`src/rtl/dmem_arbiter_pkg.sv`:
```
// Shared constants and types for the dmem arbiter.
// Port ids, default sizing and the read-return tag.
package dmem_arbiter_pkg;

  localparam int ADDR_W = 12;
  localparam int DATA_W = 32;
  localparam int DEF_READ_LATENCY = 1;
  localparam int DEF_MAX_WAIT = 4;

  typedef enum logic {
    PORT_CPU = 1'b0,
    PORT_DBG = 1'b1
  } port_e;

  typedef struct packed {
    logic  valid;
    port_e port;
  } ret_t;

endpackage

```
`src/rtl/dmem_arbiter_if.sv`:
```
// Requester and dmem signals of the dmem arbiter.
// slave = arbiter side, master = requesters plus dmem.
interface dmem_arbiter_if #(
  parameter int ADDR_W = dmem_arbiter_pkg::ADDR_W,
  parameter int DATA_W = dmem_arbiter_pkg::DATA_W
);
  logic              req0;
  logic              we0;
  logic [ADDR_W-1:0] addr0;
  logic [DATA_W-1:0] wdata0;
  logic              gnt0;
  logic              rvalid0;
  logic              req1;
  logic              we1;
  logic [ADDR_W-1:0] addr1;
  logic [DATA_W-1:0] wdata1;
  logic              gnt1;
  logic              rvalid1;
  logic [DATA_W-1:0] rdata;
  logic [ADDR_W-1:0] mem_address;
  logic [DATA_W-1:0] mem_data;
  logic              mem_wren;
  logic [DATA_W-1:0] mem_q;

  modport slave (
    input  req0, we0, addr0, wdata0,
    input  req1, we1, addr1, wdata1,
    input  mem_q,
    output gnt0, rvalid0, gnt1, rvalid1,
    output rdata, mem_address, mem_data,
    output mem_wren
  );

  modport master (
    output req0, we0, addr0, wdata0,
    output req1, we1, addr1, wdata1,
    output mem_q,
    input  gnt0, rvalid0, gnt1, rvalid1,
    input  rdata, mem_address, mem_data,
    input  mem_wren
  );
endinterface

```
`src/rtl/dmem_ret_pipe.sv`:
```
// Tracks granted reads through the syncram latency.
// Shift register of {valid, port}, async cleared.
module dmem_ret_pipe
  import dmem_arbiter_pkg::*;
#(
  parameter int DEPTH = DEF_READ_LATENCY
) (
  input  logic clock,
  input  logic reset,
  input  ret_t d,
  output ret_t q
);

  ret_t stage [DEPTH];

  always_ff @(posedge clock or posedge reset) begin
    if (reset) begin
      for (int i = 0; i < DEPTH; i++)
        stage[i] <= '0;
    end else begin
      stage[0] <= d;
      for (int i = 1; i < DEPTH; i++)
        stage[i] <= stage[i-1];
    end
  end

  assign q = stage[DEPTH-1];

endmodule

```
`src/rtl/dmem_arbiter.sv`:
```
// Shares the single-port dmem between CPU (port 0)
// and debug/loader (port 1) with a starvation guard.
module dmem_arbiter
  import dmem_arbiter_pkg::*;
#(
  parameter int ADDR_W       = dmem_arbiter_pkg::ADDR_W,
  parameter int DATA_W       = dmem_arbiter_pkg::DATA_W,
  parameter int READ_LATENCY = DEF_READ_LATENCY,
  parameter int MAX_WAIT     = DEF_MAX_WAIT
) (
  input  logic clock,
  input  logic reset,
  dmem_arbiter_if.slave bus
);

  localparam logic [3:0] WAIT_TOP = 4'(MAX_WAIT);

  logic [3:0]        wait_cnt;
  logic              starve;
  logic              gnt0;
  logic              gnt1;
  logic              rv0;
  logic              rv1;
  logic [ADDR_W-1:0] addr;
  logic [DATA_W-1:0] data;
  logic              wren;
  ret_t              ret_d;
  ret_t              ret_q;

  // Grants are masked during reset so nothing reaches dmem.
  assign starve = bus.req1 && (wait_cnt == WAIT_TOP);
  assign gnt1 = !reset && bus.req1 && (starve || !bus.req0);
  assign gnt0 = !reset && bus.req0 && !gnt1;

  always_comb begin
    addr  = '0;
    data  = '0;
    wren  = 1'b0;
    ret_d = '{valid: 1'b0, port: PORT_CPU};
    unique case (1'b1)
      gnt0: begin
        addr  = bus.addr0;
        data  = bus.wdata0;
        wren  = bus.we0;
        ret_d = '{valid: !bus.we0, port: PORT_CPU};
      end
      gnt1: begin
        addr  = bus.addr1;
        data  = bus.wdata1;
        wren  = bus.we1;
        ret_d = '{valid: !bus.we1, port: PORT_DBG};
      end
      default: ;
    endcase
  end

  always_ff @(posedge clock or posedge reset) begin
    if (reset)
      wait_cnt <= '0;
    else if (!bus.req1 || gnt1)
      wait_cnt <= '0;
    else if (wait_cnt != WAIT_TOP)
      wait_cnt <= wait_cnt + 4'd1;
  end

  dmem_ret_pipe #(
    .DEPTH (READ_LATENCY)
  ) u_ret (
    .clock (clock),
    .reset (reset),
    .d     (ret_d),
    .q     (ret_q)
  );

  assign rv0 = ret_q.valid && (ret_q.port == PORT_CPU);
  assign rv1 = ret_q.valid && (ret_q.port == PORT_DBG);

  assign bus.gnt0        = gnt0;
  assign bus.gnt1        = gnt1;
  assign bus.mem_address = addr;
  assign bus.mem_data    = data;
  assign bus.mem_wren    = wren;
  assign bus.rvalid0     = rv0;
  assign bus.rvalid1     = rv1;
  assign bus.rdata       = (rv0 || rv1) ? bus.mem_q : '0;

endmodule

```
`src/flat_wrapper.sv`:
```
// flat-port wrapper written by rule: the top's interface ports become plain ports
module dmem_arbiter_flat import dmem_arbiter_pkg::*;
#(
  parameter int ADDR_W       = dmem_arbiter_pkg::ADDR_W,
  parameter int DATA_W       = dmem_arbiter_pkg::DATA_W,
  parameter int READ_LATENCY = DEF_READ_LATENCY,
  parameter int MAX_WAIT     = DEF_MAX_WAIT
)
  (clock, reset, bus_req0, bus_we0, bus_addr0, bus_wdata0, bus_req1, bus_we1, bus_addr1, bus_wdata1, bus_mem_q, bus_gnt0, bus_rvalid0, bus_gnt1, bus_rvalid1, bus_rdata, bus_mem_address, bus_mem_data, bus_mem_wren);
  dmem_arbiter_if #(.ADDR_W(ADDR_W), .DATA_W(DATA_W)) bus_i ();
  input  logic clock;
  input  logic reset;
  input wire logic [$bits(bus_i.req0)-1:0] bus_req0;
  input wire logic [$bits(bus_i.we0)-1:0] bus_we0;
  input wire logic [$bits(bus_i.addr0)-1:0] bus_addr0;
  input wire logic [$bits(bus_i.wdata0)-1:0] bus_wdata0;
  input wire logic [$bits(bus_i.req1)-1:0] bus_req1;
  input wire logic [$bits(bus_i.we1)-1:0] bus_we1;
  input wire logic [$bits(bus_i.addr1)-1:0] bus_addr1;
  input wire logic [$bits(bus_i.wdata1)-1:0] bus_wdata1;
  input wire logic [$bits(bus_i.mem_q)-1:0] bus_mem_q;
  output wire logic [$bits(bus_i.gnt0)-1:0] bus_gnt0;
  output wire logic [$bits(bus_i.rvalid0)-1:0] bus_rvalid0;
  output wire logic [$bits(bus_i.gnt1)-1:0] bus_gnt1;
  output wire logic [$bits(bus_i.rvalid1)-1:0] bus_rvalid1;
  output wire logic [$bits(bus_i.rdata)-1:0] bus_rdata;
  output wire logic [$bits(bus_i.mem_address)-1:0] bus_mem_address;
  output wire logic [$bits(bus_i.mem_data)-1:0] bus_mem_data;
  output wire logic [$bits(bus_i.mem_wren)-1:0] bus_mem_wren;
  assign bus_i.req0 = bus_req0;
  assign bus_i.we0 = bus_we0;
  assign bus_i.addr0 = bus_addr0;
  assign bus_i.wdata0 = bus_wdata0;
  assign bus_i.req1 = bus_req1;
  assign bus_i.we1 = bus_we1;
  assign bus_i.addr1 = bus_addr1;
  assign bus_i.wdata1 = bus_wdata1;
  assign bus_i.mem_q = bus_mem_q;
  assign bus_gnt0 = bus_i.gnt0;
  assign bus_rvalid0 = bus_i.rvalid0;
  assign bus_gnt1 = bus_i.gnt1;
  assign bus_rvalid1 = bus_i.rvalid1;
  assign bus_rdata = bus_i.rdata;
  assign bus_mem_address = bus_i.mem_address;
  assign bus_mem_data = bus_i.mem_data;
  assign bus_mem_wren = bus_i.mem_wren;
  dmem_arbiter #(.ADDR_W(ADDR_W), .DATA_W(DATA_W), .READ_LATENCY(READ_LATENCY), .MAX_WAIT(MAX_WAIT)) u_core (.clock(clock), .reset(reset), .bus(bus_i));
endmodule
```
`config.mk`:
```
export PLATFORM = sky130hd
export DESIGN_NAME = dmem_arbiter_flat
export DESIGN_NICKNAME = d
export VERILOG_FILES = /design/src/rtl/dmem_arbiter_pkg.sv /design/src/rtl/dmem_arbiter_if.sv /design/src/rtl/dmem_ret_pipe.sv /design/src/rtl/dmem_arbiter.sv /design/src/flat_wrapper.sv
export SDC_FILE = /design/constraint.sdc
export NUM_CORES = 1
export LEC_CHECK = 0
export ABC_AREA = 1
export CORE_AREA = 2 2 79 81
export CTS_BUF_LIST = sky130_fd_sc_hd__clkbuf_8
export CTS_CLUSTER_DIAMETER = 60
export DETAILED_ROUTE_END_ITERATION = 7
export DIE_AREA = 0 0 81 83
export PLACE_DENSITY = 0.87
export SLEW_MARGIN = 15
export SYNTH_ARGS = -nofsm -noshare
export SYNTH_HDL_FRONTEND = slang
export SYNTH_SLANG_ARGS = --single-unit
export TNS_END_PERCENT = 5
```
`constraint.sdc`:
```
create_clock -name clock -period 1.89 [get_ports clock]
set_input_delay 0.378 -clock clock [delete_from_list [all_inputs] [get_ports clock]]
set_output_delay 0.378 -clock clock [all_outputs]
set_load 0.05 [all_outputs]
```
==> summary.txt <==
Global route
  • GRT Overall Usage: 26.03%
  • Largest net degree at the start of global routing: 35
  • First-pass GRT wire length: 13.61 mm
  • Vias in the first global route: 2714
  • Initial antenna violation count: 0
  • Congestion Overflow GR: 0

CTS
  • Hold buffers post-CTS: 0
  • Number of H-tree levels: 1
  • # clock sinks: 6
  • CTS tree: built
  • Root buffer cell: clkbuf_8
  • Clk_lat worst skew: 0.23 ns
  • Reg clk slew, reported paths: 0.04 ns
  • CTS Buf Count: 3
  • Clk buf depth: 2

STA
  • F_max: 467.4 MHz
  • Final Critical Period: 2.139 ns
  • Max Slew Vio Count: 0
  • Rel. slew slack: 83.52%
  • Worst slew pin tran: 0.2472 ns
  • Setup Viol. Count Final: 47
  • Final Skew: 0.001103 ns
  • Setup ws final: -0.2495 ns
  • Final period utilization: 113.2%
  • RSZ-0062 raised after global routing: yes
  • Final hold vios: 0

Worst setup path
  • Slowest-stage cell, CP: dfrtp_1
  • Crit Path Class: reg2out
  • CP endpoint kind: output pin
  • Crit path launch type: flop
  • CP arrival: 1.76 ns
  • Critical Path RT: 1.51 ns
  • CP bufs+invs: 3
  • Crit path max fanout: 15
  • Crit path max-delay family: buffers and inverters
  • Largest stage delay, worst path: 0.39 ns
  • Worst-path cell chain: inv_2 -> ha_4 -> nand3_4 -> a21oi_4 -> buf_6 -> nand2_1 -> nand2_2 -> buf_12

Route
  • WL/cell: 16.32 um
  • Total Wirelength: 9.093 mm
  • Vias: 2581
  • Initial DRC count: 72
  • Routed Antenna Nets: 0
  • Via density: 4.634
  • Residual DRC count: 0
  • First-pass iteration count of the detailed router: 4

Synthesis
  • Ranking of synthesized cells by area: nand2_1 39%, nand3_1 18%, inv_1 13%, dfrtp_1 11%, buf_6 5.9%
  • Top cell type by total area after synthesis: nand2_1
  • Top FF cell, synth: dfrtp_1
  • Top cells by count, synth: 138 x nand2_1, 48 x nand3_1, 47 x inv_1, 9 x nor2_1, 7 x buf_6
  • Ys async rst share: 100.0%
  • Syn nets: 401
  • Seq/Total Area, Yosys: 11.33%
  • Most frequent cell after synthesis: nand2_1
  • Synth cell types: 14
  • Number of synthesized register bits: 6
  • Synthesis Warnings: 0
  • Synthesized area per cell: 4.854 um2
  • Cell Area, Synth: 1325 um2
  • Synth Instances: 273
  • Synth top area share: 39.09%
  • Post-synth EDFFs: 0

Floorplanning
  • Die H: 83 um
  • Row count: 28
  • Core ar.: 5816 um2
  • Die width: 81 um
  • I/O pin count: 207
  • Initial Util: 22.78%
  • Die footprint: 6723 um2

Finish
  • Area of the multi-input gates: 1012 um2
  • Final instance area: 4577 um2
  • Share of layout cells above drive strength 1: 31.95%
  • Ant. Diodes: 0
  • Synthesis-to-layout area growth: 245.4%
  • # fillers: 366
  • Fin nets: 612
  • Register area: 150.1 um2

Placement
  • DP Area: 4365 um2
  • RD Place Congestion: 0.7888
  • Port-buffer cells: 206
  • Final HPWL DP: 7.246 mm

Power
  • Peak ir drop on the vdd network: 0.0002314 V
  • Design Power: 1.825 mW
  • Power density over the cells: 398.7 nW/um2
  • P_leak: 2.273 nW

Flow run
  • Max cap viols: 0

Hold path
  • Worst hold path type: in2async

Run status
  • Status: finished, violations left
  • Failing checks: negative setup slack
==> flip-flops by register name, summed over array words and instances, names as in the netlist <==
signal,count
u_core.u_ret.q,2
u_core.wait_cnt,4
==> placed cells by master (no fill, tap or decap), types with 3 or more instances in the layout <==
cell type | Yosys | routed
inv_1 | 47 | 43
clkbuf_8 | 0 | 3
nand3_1 | 48 | 47
dfrtp_1 | 6 | 6
inv_2 | 0 | 4
clkdlybuf4s50_1 | 0 | 123
buf_4 | 0 | 9
nor2_1 | 9 | 7
buf_12 | 0 | 86
nand2_2 | 1 | 40
nand2_1 | 138 | 97
==> path summary, 6_finish.rpt <==
check | slack, ns | depth (start not counted) | end | startpoint
max in group asynchronous | 1.48 | 3 | u_core.u_ret.q[1] | reset
min in group clock | 0.64 | 3 | u_core.wait_cnt[3] | u_core.wait_cnt[3]
setup / recovery | -0.25 | 8 | bus_mem_data[9] | u_core.wait_cnt[1]
setup reg to reg | 0.48 | 8 | u_core.wait_cnt[0] | u_core.wait_cnt[1]
hold / removal | 0.30 | 3 | u_core.wait_cnt[3] | reset
hold reg to reg | 0.64 | 3 | u_core.wait_cnt[3] | u_core.wait_cnt[3]
==> worst reg2reg max path, delay by kind of cell, from the launching register on <==
family,cells,cell delay [ns]
AND/OR/NAND/NOR,5,0.51
flip-flops,1,0.39
buffers and inverters,2,0.25
adder cells (fa/ha/maj),1,0.15
==> what timing repair did <==
item                       4_1_cts  5_1_grt
pin swaps                        3        6
resized for setup               45       13
setup endpoints to repair       47       47
cloned                           2        0
buffers inserted                 3        2
==> through the flow <==
stage	setup TNS, ns	utilization [%]	instances	hold WS [ns]	setup WS [ns]
floorplan	-5.263	-	273	0.1771	-0.1696
global placement	-11.91	75.06	550	0.5860	-0.3459
detailed placement	-13.35	75.06	550	0.6331	-0.3679
CTS	-8.506	78.96	558	0.2957	-0.2100
global route	-12.73	78.70	557	0.3284	-0.3197
finish	-9.458	78.70	557	0.2985	-0.2495
==> routing by layer <==
layer  wire [um]  global-route usage [%]  vias to the layer above
li1            -                       -                     1228
met1        2763                   23.34                     1164
met2        4838                   48.99                      160
met3        1088                   10.33                       29
met4         403                   12.33                        0
met5           0                       0                        -
==> area by class of cell <==
cell class / count / area share (%)
Clock buffer: 3 / 0.9021
Inverter: 47 / 3.855
Multi-Input combinational cell: 202 / 22.12
Sequential cell: 6 / 3.280
Tap cell: 75 / 2.050
Timing Repair Buffer: 224 / 67.80
==> logic make-up after synthesis <==
| group | Yosys count | synth area share (%) |
|---|---|---|
| xor gates and xnor gates | 1 | 0.6611 |
| and+or+nand+nor | 198 | 62.04 |
| buffers and inverters | 65 | 22.85 |
| AOI/OAI and AO/OA | 1 | 1.228 |
| DFF | 6 | 11.33 |
| adders and majority gates | 2 | 1.888 |
==> report_power, final <==
group	switching [mW]	internal (mW)	total, mW	leakage, nW
Combinational	0.725	0.749	1.47	2.17
Sequential	0.0117	0.140	0.152	0.0802
Clock	0.0614	0.137	0.199	0.0216
Total	0.798	1.03	1.82	2.27
No activity file was read; power rests on OpenSTA's default activity.
